[config.mk]
export PLATFORM = sky130hd
export DESIGN_NAME = pc_redirect_unit
export DESIGN_NICKNAME = d
export VERILOG_FILES = /design/src/rtl/pc_redirect_unit.sv
export SDC_FILE = /design/constraint.sdc
export NUM_CORES = 1
export LEC_CHECK = 0
export CAP_MARGIN = 30
export CORE_MARGIN = 1
export CORE_UTILIZATION = 47
export CTS_CLUSTER_SIZE = 12
export DETAILED_ROUTE_END_ITERATION = 6
export GPL_TIMING_DRIVEN = 0
export MAX_ROUTING_LAYER = met4
export PLACE_DENSITY_LB_ADDON = 0.08
export SLEW_MARGIN = 30
export SYNTH_ARGS = -nofsm -noshare
export SYNTH_HDL_FRONTEND = slang
export SYNTH_SLANG_ARGS = --single-unit
export TNS_END_PERCENT = 5
[constraint.sdc]
create_clock -name clk -period 2.2 [get_ports clk]
set_input_delay 0.44 -clock clk [delete_from_list [all_inputs] [get_ports clk]]
set_output_delay 0.44 -clock clk [all_outputs]
set_load 0.02 [all_outputs]
[src/rtl/pc_redirect_unit.sv]
// pc_redirect_unit
//   Program-counter and fetch-redirect stage. Takes the EX-stage branch
//   result and jump decode, computes the redirect target, steers fetch,
//   flushes the younger IF/ID instructions and counts taken redirects.
// Ports
//   clk, rst_n          clock (rising edge), async active-low reset
//   stall               hold PC, no advance
//   imem_ready          instruction memory accepts the current fetch
//   resolve_valid       branch/jump present in EX this cycle
//   branch_taken        conditional branch comparator result
//   is_jal, is_jalr     EX jump decode
//   ex_pc, ex_imm       EX instruction PC and sign-extended immediate
//   rs1_data            forwarded JALR base
//   pc, fetch_valid     fetch request
//   flush               kill IF/ID instructions
//   taken_cnt           saturating count of redirects taken
//   misalign_err        sticky: redirect target not 4-byte aligned
module pc_redirect_unit #(
  parameter int              XLEN         = 32,
  parameter logic [XLEN-1:0] RESET_PC     = '0,
  parameter int              FLUSH_CYCLES = 2
) (
  input  logic            clk,
  input  logic            rst_n,
  input  logic            stall,
  input  logic            imem_ready,
  input  logic            resolve_valid,
  input  logic            branch_taken,
  input  logic            is_jal,
  input  logic            is_jalr,
  input  logic [XLEN-1:0] ex_pc,
  input  logic [XLEN-1:0] ex_imm,
  input  logic [XLEN-1:0] rs1_data,
  output logic [XLEN-1:0] pc,
  output logic            fetch_valid,
  output logic            flush,
  output logic [31:0]     taken_cnt,
  output logic            misalign_err
);

  typedef enum logic [1:0] {IDLE, FETCH, FLUSH, HALT} state_t;

  state_t          state, state_nxt;
  logic [2:0]      fcnt, fcnt_nxt;
  logic [XLEN-1:0] pc_nxt, target, jalr_sum;
  logic            redirect, cnt_inc, set_mis, advance;

  // JALR clears bit 0 of the sum; only bit 1 decides misalignment.
  assign jalr_sum = rs1_data + ex_imm;
  assign target   = is_jalr ? {jalr_sum[XLEN-1:1], 1'b0} : (ex_pc + ex_imm);
  assign redirect = resolve_valid & (is_jal | is_jalr | branch_taken);
  assign advance  = imem_ready & ~stall;

  always_comb begin
    state_nxt   = state;
    fcnt_nxt    = fcnt;
    pc_nxt      = pc;
    cnt_inc     = 1'b0;
    set_mis     = 1'b0;
    fetch_valid = 1'b0;
    flush       = 1'b0;
    case (state)
      IDLE: state_nxt = FETCH;
      FETCH: begin
        fetch_valid = 1'b1;
        // Redirect wins over stall and drops any unaccepted request.
        if (redirect) begin
          if (target[1]) begin
            state_nxt = HALT;
            set_mis   = 1'b1;
          end else begin
            pc_nxt    = target;
            state_nxt = FLUSH;
            fcnt_nxt  = 3'(FLUSH_CYCLES - 1);
            cnt_inc   = 1'b1;
          end
        end else if (advance) begin
          pc_nxt = pc + XLEN'(4);
        end
      end
      FLUSH: begin
        // EX holds a bubble here, so resolve inputs are ignored.
        fetch_valid = 1'b1;
        flush       = 1'b1;
        if (advance) pc_nxt = pc + XLEN'(4);
        if (fcnt == 3'd0) state_nxt = FETCH;
        else              fcnt_nxt  = fcnt - 3'd1;
      end
      default: ; // HALT: only reset leaves
    endcase
  end

  always_ff @(posedge clk or negedge rst_n) begin
    if (!rst_n) begin
      state        <= IDLE;
      fcnt         <= '0;
      pc           <= RESET_PC;
      taken_cnt    <= '0;
      misalign_err <= 1'b0;
    end else begin
      state <= state_nxt;
      fcnt  <= fcnt_nxt;
      pc    <= pc_nxt;
      if (cnt_inc && taken_cnt != 32'hFFFF_FFFF) taken_cnt <= taken_cnt + 32'd1;
      if (set_mis) misalign_err <= 1'b1;
    end
  end

endmodule

Word-level counts from Yosys, hierarchy flattened
Index checks and enable logic that the tools add are counted.
{"block": "totals", "rom_bits": 0, "latch_bits": 0, "regBits": 70, "output_inout_bits": 67, "ramBits": 0, "elab_cells": 53, "inputBits": 104, "n_memories": 0}
{"block": "op_classes", "bitwise": 5, "magnitude_cmp": 0, "multipliers": 0, "n_eq_ne": 8, "n_reduce_logical": 9, "muxes": 21, "n_shift": 0, "add_sub_neg": 5, "n_div": 0}
{"cell": "$mux 32", "count": 4}
{"cell": "$add 32x32->32", "count": 2}
{"cell": "$pmux 32 s2", "count": 1}
{"cell": "$add 32x1->32 const B", "count": 1}
{"cell": "$add 32x3->32 const B", "count": 1}
{"cell": "$ne 32x32->1 const B", "count": 1}
{"cell": "$mux 1", "count": 9}
{"cell": "$mux 3", "count": 3}
{"cell": "$ne 2x2->1 const B", "count": 4}
{"cell": "$pmux 2 s3", "count": 1}
{"cell": "$pmux 3 s2", "count": 1}
{"cell": "$mux 2", "count": 2}
{"cell": "$reduce_and 4->1", "count": 1}
{"cell": "$logic_not 3->1", "count": 1}
{"cell": "$ne 3x3->1 const B", "count": 1}
{"cell": "$reduce_and 3->1", "count": 1}
{"cell": "$reduce_bool 3->1", "count": 1}
{"cell": "$sub 3x1->3 const B", "count": 1}
{"cell": "$and 1x1->1", "count": 2}
{"cell": "$eq 2x1->1 const B", "count": 1}
{"cell": "$eq 2x2->1 const B", "count": 1}
{"cell": "$logic_not 2->1", "count": 1}
{"cell": "$or 1x1->1", "count": 2}
{"cell": "$reduce_and 2->1", "count": 1}
{"cell": "other kinds (4)", "count": 4}

Logic depth before layout (Yosys ltp)
Gate-level depths: netlist (run 1).
{"block": "depth", "ltp_word": 6, "depth_mapped": 12}

Worst setup path after synthesis (run 1)
Ideal clock, no wire load.
{"block": "synth_path", "kind": "input to register", "startpoint": "in ex_pc[0]", "endpoint": "reg taken_cnt[29]", "path_stages": 12, "slack_ns": -0.607, "t_arrival_ns": 2.678, "setup_ns": 0.129, "n_path_buf": 0, "path_cell_list": "ha_1 > inv_1 > fa_1 > nor2b_1 > a22o_1 > nand3_1 > a21o_1 > nor2_1 > nand4_1 > nor3_2 > nand4_1 > xnor2_1"}
{"block": "synth_between", "elab_chain_cells": 6}
{"element": "start: declaration", "line_no": "31", "rtl": "input logic [XLEN-1:0] ex_pc,"}
{"element": "$add 32x32->32", "line_no": "50", "rtl": "assign target = is_jalr ? {jalr_sum[XLEN-1:1], 1'b0} : (ex_pc + ex_imm);"}
{"element": "$mux 32", "line_no": "50"}
{"element": "$mux 1", "line_no": "68", "rtl": "if (target[1]) begin"}
{"element": "$mux 1", "line_no": "67", "rtl": "if (redirect) begin"}
{"element": "$mux 1", "line_no": "62", "rtl": "case (state)"}
{"element": "$logic_and 1x1->1", "line_no": "104", "rtl": "if (cnt_inc && taken_cnt != 32'hFFFF_FFFF) taken_cnt <= taken_cnt + 32'd1;"}
{"element": "end signal: assignment", "line_no": "104"}
{"element": "end: declaration", "line_no": "37", "rtl": "output logic [31:0] taken_cnt,"}
No other way between the ends.
A chain may end at the register's enable or synchronous reset.

Final worst setup path (run 1)
{"block": "layout_path", "startpoint": "in ex_imm[2]", "endpoint": "reg pc[29]"}
{"block": "layout_between", "elab_chain_cells": 5}
{"element": "start: declaration", "line_no": "32", "rtl": "input logic [XLEN-1:0] ex_imm,"}
{"element": "$add 32x32->32 (on tied branches)", "line_no": "50, 49"}
{"element": "$mux 32 *", "line_no": "50"}
{"element": "$mux 32 *", "line_no": "68"}
{"element": "$mux 32 *", "line_no": "67"}
{"element": "$pmux 32 s2 *", "line_no": "62"}
{"element": "end signal: assignment", "line_no": "103", "rtl": "pc <= pc_nxt;"}
{"element": "end: declaration", "line_no": "34", "rtl": "output logic [XLEN-1:0] pc,"}
Every way passes the cells marked *; elsewhere a longest branch is shown, timed or not. The select of a mux whose other input is x is not followed.

==> results.md, run 1 <==
* Mapped Cells at 913
* Simple-gate share of the synthesized area at 0.218
* Num CTS Buffers at 9
* Count of clock tree sinks at 69
* Adder-cell area share of the yosys netlist at 0.124
* Post-synth top flop: dfrtp_1
* Total of max-cap violations at 0
* Cell variety after synth at 76
* DP Cell Count at about 1.3k
* Leak at 4.48 nW
* H-tree depth reported by CTS at 3
* Crit end category: register
* Core Region at 14800 um2
* Largest net degree at the start of global routing at 42
* Final WS setup at -0.476 ns
* Starting DRT DRC Count at slightly below 700
* Avg Synthesized Cell Area at 7.89 um2
* Starting density of the core at 0.488
* Largest family of logic cells by synthesized area: compound AO/OA/AOI/OAI gates
* CP required at 2.44 ns
* I/O pin total at 171
* Critical-path top delay cell: a211oi_4
* Vias per cell at 6.34
* Hold slack at 0.0263 ns
* Vias at 8341
* Mapped Area at 7200 um2
* EDFF count, synth at 0
* Startpoint types: input pin
* Area of the die at 15800 um2
* Slew Limit Fails at 0
* Drt first pass iters at 6
* Hold Fails Final Rpt at 0
* Worst-Skew Late Latency at around 0.34 ns
* Status: finished, violations left
* DIE WIDTH at 126 um
* CTS tree: built
* Fillers at around 1.1k
* Skew final at 0.00665 ns
* Asr flop ratio synth at 1.00
* Root Driver: clkbuf_16
* Warnings, synthesis at 0
* Non-Filler Cell Area, Final at 11100 um2
* Beginning of the critical path: ex_imm[2]
* CP max stage delay at 0.37 ns
* Most frequent cells in the layout: clkdlybuf4s50_1 (105), a21oi_1 (84), nand2_1 (76), dfrtp_1 (69), nor2_1 (61)
* R2R Path Start: pc[5]$_DFFE_PN0P_
* Most common cell on crit path: a211oi_4
* Power Total at roughly 8.2 mW
* Relative slew slack at 0.542
* P per Cell Area at 736 nW/um2
* Placed Area at between 9000 and 10000 um2
* DRT antenna net count at 0
* GRT Total Usage at 0.316
* Mux contribution to synthesized area at 0.00695
* Worst Path Max Fanout at 5
* CP arrival at 2.91 ns
* Initial antenna violation count at 0
* Min Tclk post-route at 2.68 ns
* Setup violations, final at 47
* Post-synthesis compound-gate area fraction at 0.279
* Non-Filler Instances at roughly 1.3k
* Antenna Cells at 0
* # DRC at 0
* I/O Buffers at approximately 170
* XOR/XNOR share of the synthesized area at 0.101
* Routed len/inst at between 15 and 20 um
* Proportion of layout cells with a drive suffix above 1 at 0.246
* Crit-path cells: buf_4 -> ha_4 -> a211oi_4 -> o211ai_1 -> a21o_1 -> a211oi_4 -> o21ai_2 -> a41oi_2 -> mux2i_1 -> nor3_1 -> nor4_1
* Layout Area Growth over Synthesis at 54.3%
* Hpwl dp at 17300 um
* Fmax at 0.374 GHz
* Register area share after synthesis at 0.240
* Slew @ Worst Pin at slightly below 0.7 ns
* Reg2reg path depth at 9
* Vias in the first global route at 7608
* Clk buf depth at 2
* Final layout net count at ~1.3k
* Total grt overflow at 0
* Crit Path Class: input pin to register
* Final GP Congestion at 0.904
* Period utilization at 1.22
* Net count after synthesis at ~1.1k
* Failing checks: setup timing
* Multi-input gate area at 6630 um2
* Clock-pin slew on the worst setup and hold paths at 0.06 ns
* Maximum vdd drop at 444 uV
* Drt total wl at around 26000 um
* Yosys reg bits at 69
* Register area at 1730 um2
* RSZ-0062 raised after global routing: yes
* Most common cell after layout, fill and taps aside: clkdlybuf4s50_1
* Core Rows at 44
* First-pass GRT wire length at 39000 um
* Worst min-delay path category: input pin to asynchronous set/reset pin
* Die H at 126 um
* Cts-stage hold buffer count at 0
-- final timing paths --
check | to | slack, ns
worst max-delay path | pc[29]$_DFFE_PN0P_ | -0.48
worst min-delay path | fcnt[1]$_DFFE_PN0P_ | 0.03
worst max register to register | pc[30]$_DFFE_PN0P_ | -0.25
worst min register to register | misalign_err$_DFFE_PN0P_ | 0.46
max in group asynchronous | taken_cnt[23]$_DFFE_PN0P_ | 1.63
min in group clk | pc[0]$_DFFE_PN0P_ | 0.45
-- worst max-delay path: cells and delay by family --
family / cells / cell delay, ns
compound gates: 6 / 1.49
simple gates: 2 / 0.39
mux: 1 / 0.27
fa+ha+maj: 1 / 0.19
buf+inv: 1 / 0.13
-- cell usage after synthesis (3+ instances only) --
cell	n	area share
a31oi_1	14	0.012
a211oi_2	3	0.0052
nand4_1	22	0.019
clkbuf_1	25	0.013
o21bai_1	6	0.0063
ha_1	68	0.12
or2_2	7	0.0061
buf_2	5	0.0035
o21a_1	9	0.0094
and3_1	9	0.0078
a311oi_1	6	0.0073
inv_1	24	0.013
a21oi_1	109	0.076
dfrtp_1	69	0.24
nand2b_1	12	0.010
a211oi_1	14	0.015
o21ai_0	61	0.042
nand2_1	79	0.041
o22ai_1	4	0.0035
nor3_1	24	0.017
o211ai_1	9	0.0094
a21boi_0	3	0.0031
xnor2_1	57	0.069
and4_1	6	0.0073
xor2_1	26	0.032
o31ai_1	5	0.0052
nor2_1	73	0.038
mux2i_1	5	0.0069
nor2b_1	6	0.0052
o221ai_1	7	0.0085
o22a_1	3	0.0036
nor4_1	4	0.0035
o21ai_1	6	0.0042
and2_1	7	0.0061
a21o_1	21	0.022
a22o_1	4	0.0049
nand3_1	46	0.032
a221oi_1	5	0.0061
-- logic make-up (layout without fill, tap and decap cells) --
kind of cell | Yosys count | count (layout)
AND/OR/NAND/NOR | 315 | 315
AO/OA/AOI/OAI | 314 | 314
XOR/XNOR | 83 | 83
adder cells (fa/ha/maj) | 70 | 70
flip-flops | 69 | 69
buffers and inverters | 56 | 275
multiplexers | 5 | 5
other | 1 | 1
-- where the power goes --
group	internal, mW	leakage, nW	switching, mW
registers	1.61	0.863	0.417
logic	2.10	3.49	2.70
clock network	0.765	0.128	0.582
total	4.48	4.48	3.70
-- state kept, by name, indices dropped and copies added (netlist names) --
register and count:
taken_cnt 32, state 2, pc 31, fcnt 3, misalign_err 1
-- cell type report --
type                            count  share of cell area
Multi-Input combinational cell    788               0.597
Timing Repair Buffer              211               0.182
Sequential cell                    69               0.155
Tap cell                          184              0.0207
Clock buffer                        9              0.0203
Buffer                             24              0.0129
Inverter                           24             0.00810
Clock inverter                      7             0.00450
-- what timing repair did --
item	4_1_cts	5_1_grt
pin swaps	96	41
resized for setup	304	86
endpoints found under the setup margin	66	61
setup buffers	31	11
-- layer usage --
layer | global-route usage | share of wire | vias up
li1 | - | - | 3846
met1 | 0.404 | 0.41 | 3890
met2 | 0.525 | 0.48 | 504
met3 | 0.0268 | 0.072 | 101
met4 | 0.113 | 0.041 | 0
met5 | - | 0 | -
-- per-stage QoR --
| stage | TNS, ns | setup WS (ns) | utilization |
|---|---|---|---|
| after detailed placement | -77.86 | -1.49 | 0.621 |
| after CTS | -8.51 | -0.375 | 0.723 |
| after global placement | -192.37 | -1.68 | 0.620 |
| after global routing | -14.86 | -0.610 | 0.753 |
| final | -9.42 | -0.476 | 0.753 |
| after floorplan | -13.56 | -0.482 | - |
No activity file was read; power rests on OpenSTA's default activity.
==> run 2: changes to the inputs <==
- CORE_UTILIZATION: 47 -> 55
- DONT_BUFFER_PORTS: unset -> 1
==> run 2 against run 1 <==
The flow still finishes with violations (setup timing); flip-flop and latch count unchanged; combinational power down 32%; critical path depth is the same; global-route usage is 2.9 points higher; core utilization down 6.3 points; clock skew is 0.0012 ns lower; largest power group unchanged; sequential share of layout area up 4.6 points.
==> results.md, run 2 (synthesized netlist as in run 1, its figures left out) <==
* R2r setup slk at -0.22 ns (was -0.25 ns)
* Biggest regs: taken_cnt x32, pc x31, fcnt x3 (unchanged)
* Fmax at 0.409 GHz (was 0.374 GHz)
* Failing checks: setup timing (unchanged)
* Largest net degree at the start of global routing at 70 (was 42)
* Initial antenna violation count at 0 (unchanged)
* Beginning of the critical path: ex_pc[1] (was ex_imm[2])
* Hpwl dp at 17200 um (was 17300 um)
* Clock power frac at 0.205 (was 0.165)
* Starting density of the core at 0.568 (was 0.488)
* Starting DRT DRC Count at 498 (was 683)
* Grt met2 use at 0.566 (was 0.525)
* Hold Fails Final Rpt at 0 (unchanged)
* Switch share at 0.473 (was 0.453)
* Count of clock tree sinks at 69 (unchanged)
* Slew Limit Fails at 0 (unchanged)
* Layout Area Growth over Synthesis at 21.4% (was 54.3%)
* Die H at 116 um (was 126 um)
* Core Region at 12700 um2 (was 14800 um2)
* DP Cell Count at 1085 (was 1266)
* Non-Filler Instances at 1119 (was 1316)
* Max reg flops at 32 (unchanged)
* Sequential power share at 0.350 (was 0.248)
* Hold path startpoint: ex_imm[0]
* Maximum vdd drop at 446 uV (was 444 uV)
* Clk buf depth at 2 (unchanged)
* Hold slack at 0.359 ns (was 0.0263 ns)
* CP arrival at 2.67 ns (was 2.91 ns)
* Crit end category: register (unchanged)
* Period utilization at 1.11 (was 1.22)
* H-tree depth reported by CTS at 3 (unchanged)
* Setup violations, final at 38 (was 47)
* Skew final at 0.00542 ns (was 0.00665 ns)
* Vias at 7406 (was 8341)
* Crit path capture: pc[19]$_DFFE_PN0P_ (was pc[29]$_DFFE_PN0P_)
* Routed len/inst at 20.7 um (was 19.9 um)
* Sum Neg Setup Slack at -4.14 ns (was -9.42 ns)
* Logic gate share of total power at 0.445 (was 0.587)
* Reg-to-reg endpoint: pc[30]$_DFFE_PN0P_ (unchanged)
* Busiest layer in global routing: met2 (unchanged)
* Antenna Cells at 0 (unchanged)
* Clock-pin slew on the worst setup and hold paths at 0.06 ns (about the same)
* Worst-Skew Late Latency at 0.34 ns (about the same)
* Met3 usage at 0.0618 (was 0.0268)
* Most frequent cells in the layout: a21oi_1 (91), nand2_1 (78), nor2_1 (61), xnor2_1 (54), o21ai_0 (49) (was clkdlybuf4s50_1 (105), a21oi_1 (84), nand2_1 (76), dfrtp_1 (69), nor2_1 (61))
* Drt first pass iters at 5 (was 6)
* Reg with most FFs: taken_cnt (unchanged)
* R2R Path Start: pc[9]$_DFFE_PN0P_ (was pc[5]$_DFFE_PN0P_)
* GRT Total Usage at 0.345 (was 0.316)
* P_sw at 3.44 mW (was 3.70 mW)
* DRT antenna net count at 0 (unchanged)
* Crit Path Class: input pin to register (unchanged)
* Vias in the first global route at 7000 (was 7608)
* Worst min-delay path category: input pin to register (was input pin to asynchronous set/reset pin)
* Worst Path Max Fanout at 2 (was 5)
* Root Driver: clkbuf_16 (unchanged)
* Core Rows at 41 (was 44)
* Power Total at 7.27 mW (was 8.18 mW)
* CTS tree: built (unchanged)
* P_int at 3.83 mW (was 4.48 mW)
* Reg2reg path depth at 8 (was 9)
* Proportion of layout cells with a drive suffix above 1 at 0.235 (was 0.246)
* Met1 Usage GRT at 0.427 (was 0.404)
* Hold Crit Depth at 2
* Final GP Congestion at 0.925 (was 0.904)
* P per Cell Area at 832 nW/um2 (was 736 nW/um2)
* # DRC at 0 (unchanged)
* First-pass GRT wire length at 35100 um (was 39000 um)
* Startpoint types: input pin (unchanged)
* Status: finished, violations left (unchanged)
* CP required at 2.43 ns (was 2.44 ns)
* Num CTS Buffers at 9 (unchanged)
* Slew @ Worst Pin at 0.657 ns (was 0.687 ns)
* Final WS setup at -0.242 ns (was -0.476 ns)
* Area of the die at 13600 um2 (was 15800 um2)
* I/O pin total at 171 (unchanged)
* Final layout net count at 1116 (was 1301)
* Leak at 3.44 nW (was 4.48 nW)
* I/O Buffers at 0 (was 168)
* Drt total wl at 23100 um (was 26200 um)
* Total grt overflow at 0 (unchanged)
* Dpl ws at -0.975 ns (was -1.49 ns)
* Most common cell after layout, fill and taps aside: a21oi_1 (was clkdlybuf4s50_1)
* RSZ-0062 raised after global routing: yes (unchanged)
* Relative slew slack at 0.562 (was 0.542)
* DIE WIDTH at 116 um (was 126 um)
* Vias per cell at 6.62 (was 6.34)
* Fillers at 1026 (was 1050)
* Total of max-cap violations at 0 (unchanged)
* Min Tclk post-route at 2.44 ns (was 2.68 ns)
-- run 2: cell type report --
type	instances	area, um2	share of cell area
Buffer	25	144	0.0165
Clock buffer	10	239	0.0273
Clock inverter	6	70.1	0.00801
Inverter	24	90.1	0.0103
Multi-Input combinational cell	788	6010	0.687
Sequential cell	69	1760	0.202
Tap cell	172	215	0.0246
Timing Repair Buffer	25	214	0.0245
-- run 2: power by group through the flow --
stage | Combinational, mW | Clock, mW | Sequential, mW
2_1_floorplan | 2.04 | 0 | 2.32
3_3_place_gp | 2.61 | 0 | 2.49
3_5_place_dp | 2.67 | 0 | 2.51
4_1_cts | 3.04 | 1.50 | 2.51
5_1_grt | 3.52 | 1.56 | 2.59
6_report | 3.24 | 1.49 | 2.54
-- run 2: critical path, stage by stage --
cell	delay, ns
ha_4	0.23
a211oi_4	0.24
o211ai_1	0.23
buf_4	0.20
nand2_2	0.08
o41ai_2	0.06
or2_4	0.27
a311oi_2	0.26
xnor2_1	0.20
mux2i_1	0.15
a221oi_1	0.29
-- run 2: timing repair --
action,CTS,global route
hold buffers,2,0
hold endpoints to repair,69,0
pin swaps,50,31
setup buffers,19,4
setup endpoints to repair,60,59
resized for setup,140,63
-- run 2: metal layers --
metal  vias to the layer above  part of all wire
li1                       3459                 -
met1                      3556              0.42
met2                       345              0.48
met3                        46             0.082
met4                         0             0.023
met5                         -                 0
-- run 2: worst min path at each step --
stage,end
floorplan,fcnt[0]$_DFFE_PN0P_
global placement,fcnt[2]$_DFFE_PN0P_
detailed placement,fcnt[2]$_DFFE_PN0P_
CTS,pc[0]$_DFFE_PN0P_
global route,pc[0]$_DFFE_PN0P_
finish,pc[0]$_DFFE_PN0P_
-- run 2: per-stage QoR --
stage	util	instance area, um2
after floorplan	-	7230
after global placement	0.588	7450
after detailed placement	0.588	7450
after CTS	0.671	8510
after global routing	0.690	8740
final	0.690	8740
==> run 3: changes to the inputs <==
- PLACE_DENSITY: unset -> 0.73
- PLACE_DENSITY_LB_ADDON: 0.08 -> unset
==> run 3 against run 2 <==
The run still ends with setup timing left; combinational power down 3%; flip-flop and latch count unchanged; routed wire length down 5.2%; clock power about the same; total power down 1.5%; maximum frequency down 0.30%; via count down 2.0%; core utilization down 1.1 points; critical path depth down 1; final cell count about the same; non-clock buffer count down 1; largest cell class unchanged; highest routed layer unchanged.
==> results.md, run 3 (synthesized netlist as in run 1, its figures left out) <==
* Status: finished, violations left (unchanged)
* Failing checks: setup timing (unchanged)
* Startpoint types: input pin (unchanged)
* Starting DRT DRC Count at 577 (was 498)
* Period utilization at 1.11 (about the same)
* Most frequent cells in the layout: a21oi_1 (94), nand2_1 (78), nor2_1 (63), xnor2_1 (56), ha_1 (54) (was a21oi_1 (91), nand2_1 (78), nor2_1 (61), xnor2_1 (54), o21ai_0 (49))
* Root Driver: clkbuf_16 (unchanged)
* Largest net degree at the start of global routing at 70 (unchanged)
* Skew final at 0.00548 ns (was 0.00542 ns)
* Hold slack at 0.358 ns (was 0.359 ns)
* Min Tclk post-route at 2.45 ns (was 2.44 ns)
* Crit Path Class: input pin to register (unchanged)
* I/O pin total at 171 (unchanged)
* Hold path startpoint: ex_pc[0] (was ex_imm[0])
* First-pass GRT wire length at 33400 um (was 35100 um)
* Worst min-delay path category: input pin to register (unchanged)
* DRT antenna net count at 0 (unchanged)
* P per Cell Area at 833 nW/um2 (was 832 nW/um2)
* Final GP Congestion at 0.950 (was 0.925)
* Biggest regs: taken_cnt x32, pc x31, fcnt x3 (unchanged)
* Routed len/inst at 19.6 um (was 20.7 um)
* Total of max-cap violations at 0 (unchanged)
* Worst Path Max Fanout at 4 (was 2)
* Proportion of layout cells with a drive suffix above 1 at 0.220 (was 0.235)
* Clk buf depth at 2 (unchanged)
* Slew Limit Fails at 0 (unchanged)
* Layout Area Growth over Synthesis at 19.4% (was 21.4%)
* DIE WIDTH at 116 um (unchanged)
* Relative slew slack at 0.573 (was 0.562)
* Slew @ Worst Pin at 0.641 ns (was 0.657 ns)
* Starting density of the core at 0.568 (unchanged)
* Clock-pin slew on the worst setup and hold paths at 0.06 ns (about the same)
* Fillers at 1037 (was 1026)
* Drt total wl at 21900 um (was 23100 um)
* R2R Path Start: pc[12]$_DFFE_PN0P_ (was pc[9]$_DFFE_PN0P_)
* Leak at 3.40 nW (was 3.44 nW)
* Reg2reg path depth at 10 (was 8)
* Crit end category: register (unchanged)
* Core Region at 12700 um2 (unchanged)
* Worst-Skew Late Latency at 0.34 ns (about the same)
* Count of clock tree sinks at 69 (unchanged)
* RSZ-0062 raised after global routing: yes (unchanged)
* Final layout net count at 1115 (was 1116)
* Vias in the first global route at 6807 (was 7000)
* Placed Area at 7450 um2 (unchanged)
* CP required at 2.43 ns (about the same)
* Most common cell after layout, fill and taps aside: a21oi_1 (unchanged)
* Fmax at 0.408 GHz (was 0.409 GHz)
* Max reg flops at 32 (unchanged)
* Hpwl dp at 16000 um (was 17200 um)
* # DRC at 0 (unchanged)
* Final WS setup at -0.250 ns (was -0.242 ns)
* Total grt overflow at 0 (unchanged)
* Initial antenna violation count at 0 (unchanged)
* Non-Filler Cell Area, Final at 8600 um2 (was 8740 um2)
* Maximum vdd drop at 382 uV (was 446 uV)
* I/O Buffers at 0 (unchanged)
* Hold Fails Final Rpt at 0 (unchanged)
* Antenna Cells at 0 (unchanged)
* Core Rows at 41 (unchanged)
* R2r setup slk at -0.23 ns (was -0.22 ns)
* Hold Path End: pc[0]$_DFFE_PN0P_ (unchanged)
* Vias per cell at 6.49 (was 6.62)
* Die H at 116 um (unchanged)
* Hold Crit Depth at 2 (unchanged)
* Area of the die at 13600 um2 (unchanged)
* GRT Total Usage at 0.325 (was 0.345)
* Fin util at 0.678 (was 0.690)
* Reg with most FFs: taken_cnt (unchanged)
* Vias at 7259 (was 7406)
* CP arrival at 2.67 ns (about the same)
* CTS tree: built (unchanged)
* Num CTS Buffers at 9 (unchanged)
* Drt first pass iters at 5 (unchanged)
* Reg-to-reg endpoint: pc[31]$_DFFE_PN0P_ (was pc[30]$_DFFE_PN0P_)
* H-tree depth reported by CTS at 3 (unchanged)
* Setup violations, final at 33 (was 38)
==> run 3: cell types whose count changed in the layout (fill, tap and decap cells not counted), moves of 3 or more <==
cell / change
o21ai_2: -4
ha_1: +8
nand3_1: -3
nor2_2: -3
a21oi_1: +3
a21oi_2: -3
nand3_2: +3
o21ai_0: +4
ha_4: -6
==> run 3: worst max-delay path by stage <==
stage / start / to / depth (start not counted)
after global placement: ex_pc[2] / pc[28]$_DFFE_PN0P_ / 9
after detailed placement: ex_pc[0] / taken_cnt[14]$_DFFE_PN0P_ / 11
after CTS: ex_imm[1] / pc[30]$_DFFE_PN0P_ / 11
after global routing: ex_imm[0] / pc[29]$_DFFE_PN0P_ / 11
final: ex_pc[3] / pc[19]$_DFFE_PN0P_ / 10
after floorplan: ex_pc[0] / taken_cnt[29]$_DFFE_PN0P_ / 12
==> run 3: per-stage QoR <==
| step | power, mW | setup slack (ns) | cells | TNS, ns |
|---|---|---|---|---|
| 2_1_floorplan | 4.36 | -0.482 | 913 | -13.56 |
| 3_3_place_gp | 5.11 | -0.864 | 1085 | -37.00 |
| 3_5_place_dp | 5.13 | -0.860 | 1085 | -37.87 |
| 4_1_cts | 6.91 | -0.208 | 1116 | -4.48 |
| 5_1_grt | 7.56 | -0.384 | 1118 | -8.69 |
| 6_report | 7.16 | -0.250 | 1118 | -4.85 |
==> run 3: critical path, cell delays in order <==
cell and delay (ns):
ha_1 0.32, o211ai_1 0.12, o211ai_1 0.43, nand2_1 0.14
o41ai_1 0.24, or2_2 0.20, a311oi_2 0.11, xnor2_1 0.23
mux2i_1 0.12, a221oi_1 0.30
==> run 3: per-layer routing <==
metal,global-route usage,part of all wire
met1,0.413,0.42
met2,0.522,0.47
met3,0.0509,0.087
met4,0.120,0.021
met5,-,0
==> run 3: layout make-up <==
type                       instances  area, um2  area share
buffer                            28        149      0.0173
timing repair buffer              21        184      0.0214
clock inverter                     7       76.3     0.00888
sequential                        69       1760       0.205
inverter                          24       90.1      0.0105
clock buffer                       9        225      0.0262
multi-input combinational        788       5890       0.685
tap                              172        215      0.0250
==> run 3: timing repair <==
item / CTS / global route
buffers inserted: 16 / 3
cloned: 0 / 0
endpoints found under the setup margin: 60 / 56
resized for setup: 117 / 68
pin swaps: 40 / 29
hold endpoints to repair: 69 / 0
hold buffers: 2 / 0
==> run 3: where the power goes <==
group          internal, mW  switching (mW)  total, mW
Clock                 0.881           0.585       1.47
Sequential             1.63           0.929       2.56
Combinational          1.26            1.88       3.14
==> edit 1, RTL diff (config.mk and constraints of run 1) <==
Make the reset (`rst_n`) synchronous in one clocked block. Comments in the files are not updated.
--- a/src/rtl/pc_redirect_unit.sv
+++ b/src/rtl/pc_redirect_unit.sv
@@ -92,3 +92,3 @@
 
-  always_ff @(posedge clk or negedge rst_n) begin
+  always_ff @(posedge clk) begin
     if (!rst_n) begin
Formal check against the unedited RTL: differs if rst_n is asserted again (counterexample within 4 cycles, from zero or initial values and one cycle with rst_n low); with rst_n held inactive, the same outputs for 10 cycles.
==> edit 1 against run 1 <==
- the flow still finishes with violations (negative setup slack)
- worst hold slack better by 420 ps
- sequential share of layout area is 2.5 points lower
- worst setup slack better by 20 ps
- routed wire length is 6.0% lower
- design area is 4.2% lower
- power is 31% lower
- area after synthesis hardly changed
- sequential cell count stayed put
==> edit 1: results (changes against run 1) <==
status=finished, violations left; failing checks=negative setup slack; Post-CTS Setup Inserts=28 (-9.7%); crit path from=ex_imm[0]; sequential area share after synthesis=0.192 (-0.0480); vias in the first global route=7757 (+2.0%); Place WS=-1660 ps (-175 ps); average size of a mapped cell=7.14 um^2 (-9.6%); peak supply drop=0.281 mV (-37%); Total Routed Length=24600 um (-6.0%); Synth Area in Adders=0.124 (about the same); Setup TNS=-11190 ps (-1780 ps); max incr delay on CP=590 ps (+220 ps); routed vias/inst=6.13 (-3.3%); final setup margin=-456 ps (+20.2 ps); Net Count, Synth=1184 (+8.9%); CP max-delay cell=fa_2; Clock Skew=8.45 ps (+1.80 ps); reg2reg path depth=7 (-2); Synth Flop Type=dfxtp_1; first-pass GRT wire length=38800 um (-0.46%); Leakage=0.00395 uW (-12%); Hold Slack=450 ps (+423 ps); Synth Area in Compound Gates=0.293 (+0.0143); Worst R2R End=pc[31]; R2R Path Start=pc[7]; GP Congestion=0.950 (+5.1%); share of layout cells above drive strength 1=0.209 (-0.0367); flop-to-flop setup slack=-280 ps (-30 ps); dpl cell area=9140 um^2 (-0.20%); Worst Max-Slew Pin Slew=711 ps (+24.0 ps); Hold Path Class=reg -> reg; drt first pass iters=5 (-1); mux share of post-synthesis cell area=0.0130 (+0.00607); Non-Filler Instances=1405 (+6.8%); Top delay family on crit path=simple AND/OR/NAND/NOR gates; Synth cell types=72 (-5.3%); Synth Area in XOR/XNOR=0.0887 (-0.0122); # setup viols final=54 (+15%)
## edit 1: changes by cell type in the layout (fill, tap and decap cells not counted), moves of 10 or more
cell,before,now
nand2_1,76,89
a21oi_1,84,104
ha_2,1,13
xor2_1,25,36
xnor2_1,56,34
clkdlybuf4s50_1,105,119
dlymetal6s2s_1,16,6
ha_4,41,31
nor2_1,61,85
dfxtp_1,0,63
o21ai_0,47,59
clkbuf_1,8,19
dfrtp_1,69,0
## edit 1: cells by family after synthesis
kind of cell	count (synthesis)
adders and majority gates	70
and+or+nand+nor	365
other	1
buffers and inverters	80
DFF	69
xor gates and xnor gates	73
AOI/OAI and AO/OA	343
muxes	9
## edit 1: power by group
part / switching [uW] / internal, uW / total (uW)
registers: 125 / 1350 / 1480
logic: 1530 / 1220 / 2740
clock network: 557 / 903 / 1460
total: 2210 / 3470 / 5680
## edit 1: metal layers
layer | global-route usage | vias to the layer above | wire, um
met5 | - | - | 0
met4 | 0.0872 | 0 | 574
met3 | 0.0306 | 48 | 1700
met2 | 0.511 | 388 | 11600
met1 | 0.406 | 4053 | 10800
li1 | - | 4125 | -
## edit 1: tightest hold or removal path, stage by stage (launching register included)
cell and delay, ps:
dfxtp_1 300, inv_1 50, a21oi_1 50
## edit 1: layout make-up
| cell class | count | area [um^2] | area share |
|---|---|---|---|
| timing repair buffer | 208 | 1940 | 0.182 |
| clock buffer | 10 | 239 | 0.0224 |
| buffer | 32 | 159 | 0.0149 |
| tap | 184 | 230 | 0.0216 |
| clock inverter | 6 | 62.6 | 0.00587 |
| sequential | 69 | 1390 | 0.131 |
| inverter | 35 | 134 | 0.0126 |
| multi-input combinational | 861 | 6500 | 0.610 |
==> edit 2, RTL diff (settings of run 1) <==
Made on the original files. The parameter `XLEN` goes from 32 to 16.
--- a/src/rtl/pc_redirect_unit.sv
+++ b/src/rtl/pc_redirect_unit.sv
@@ -18,3 +18,3 @@
 module pc_redirect_unit #(
-  parameter int              XLEN         = 32,
+  parameter int              XLEN         = 16,
   parameter logic [XLEN-1:0] RESET_PC     = '0,
Ports: changed (resized ex_imm, ex_pc, pc and rs1_data); port bits go from 171 to 107. The function was not compared with the original's and may differ.
==> edit 2 against run 1 <==
- die area is 38% lower
- critical path depth is 3 lower
- critical path type unchanged
- worst setup slack gained 480 ps
- design area fell by 42%
- area after synthesis is 38% lower
- sequential cell count is 16 lower
- via count fell by 48%
- power decreased by 42%
- routed wire length is 53% lower
- synthesized cell count is 46% lower
==> edit 2: results (changes against run 1) <==
status=completed; HPWL after DPL=8790 um (-49%); vias in the first global route=4233 (-44%); first-pass GRT wire length=19700 um (-50%); TritonCTS Buffers=5 (-4); clock slew at reported path FFs=100 ps (+40 ps); Filler Cell Count=720 (-31%); Non-Filler Instances=748 (-43%); Net Count, Synth=591 (-46%); placed instance count=714 (-44%); htree depth=2 (-1); clock root buffer master=clkbuf_8; average size of a mapped cell=8.94 um^2 (+13%); share of layout cells above drive strength 1=0.215 (-0.0305); Synth cell types=78 (+2.6%); IO buf count=105 (-38%); top flop regs=taken_cnt x32, pc x15, fcnt x3; Leakage=0.00275 uW (-39%); CTS max path bufs=2 (unchanged); synth top area cells=dfrtp_1, ha_1, xnor2_1; Critical Path AT=2400 ps (-510 ps); Worst-Skew Late Latency=310 ps (-30 ps); Clock Skew=5.81 ps (-0.834 ps); Total Routed Length=12200 um (-53%); Post-synth top cells=nand2_1, dfrtp_1, a21oi_1; sequential area share after synthesis=0.298 (+0.0587); # setup viols final=0 (-100%); drt first pass iters=4 (-2); largest net degree at the start of global routing=51 (+21%); peak supply drop=0.405 mV (-8.7%); Nets=730 (-44%); GP Congestion=0.905 (about the same); via count=4304 (-48%)
-- edit 2: cell count changes in the layout (fill, tap and decap cells not counted), moves of 14 or more --
cell and delta:
a21oi_1 -52, nand2_1 -25, xnor2_1 -25, o21ai_0 -27
buf_4 -14, nand3_1 -26, nor2_1 -33, ha_4 -23
dlygate4sd2_1 -16, clkdlybuf4s50_1 -21, dfrtp_1 -16
-- edit 2: final timing paths --
path                                 end          from  cells past startpoint  slack, ps
max                               pc[14]        is_jal                      8          3
min                              fcnt[2]         rst_n                      2        460
max reg2reg                       pc[14]      state[1]                     10         50
min reg2reg                 misalign_err  misalign_err                      1        490
max in group asynchronous  taken_cnt[28]         rst_n                      3       1300
min in group clk            misalign_err  misalign_err                      1        490
-- edit 2: metal layers --
metal	wire, um	vias up	part of all wire	track usage
li1	-	2099	-	-
met3	427	16	0.035	0.0246
met5	0	-	0	-
met4	184	0	0.015	0.0588
met1	5190	2070	0.42	0.302
met2	6440	119	0.53	0.465
-- edit 2: logic make-up (layout without fill, tap and decap cells) --
logic type | Yosys count | count (layout) | share of synthesized area
adders and majority gates | 38 | 38 | 0.110
other | 1 | 1 | 0.000844
and+or+nand+nor | 183 | 183 | 0.227
AOI/OAI and AO/OA | 138 | 138 | 0.216
muxes | 6 | 6 | 0.0177
xor gates and xnor gates | 54 | 54 | 0.106
buffers and inverters | 24 | 164 | 0.0236
DFF | 53 | 53 | 0.298
-- edit 2: repair_timing --
action / CTS / global route
hold buffers: 1 / 0
setup endpoints to repair: 50 / 28
setup buffers: 26 / 2
gates resized for setup: 87 / 40
endpoints found under the hold margin: 3 / 0
pin swaps: 25 / 12
-- edit 2: area by class of cell --
class                      instances  area share
tap                              111      0.0215
buffer                             7     0.00757
sequential                        53       0.206
clock inverter                     1     0.00466
multi-input combinational        420       0.539
inverter                          14     0.00815
clock buffer                       7      0.0134
timing repair buffer             135       0.200
-- edit 2: worst reg2reg max path: stages (launching register included) --
cell,delay [ps]
dfrtp_1,420
inv_1,60
ha_1,170
clkbuf_4,190
o311a_4,170
a21oi_4,180
buf_4,140
nand3_2,110
or3_1,330
mux2i_1,190
a211oi_2,60
-- edit 2: power groups by stage --
stage,Clock (uW),Combinational (uW),Sequential (uW)
final,698,2560,1450
after global routing,743,2770,1480
after CTS,700,2440,1430
after detailed placement,0,2160,1440
after global placement,0,2120,1440
after floorplan,0,1150,1600
-- edit 2: per-stage QoR --
step	hold WS (ps)	utilization	worst slack [ps]	instance area, um^2
global route	456	0.701	-71.5	6450
finish	457	0.701	2.64	6450
floorplan	144	-	-139	4470
detailed placement	252	0.618	-963	5680
CTS	458	0.681	-51.1	6270
global placement	464	0.615	-922	5660
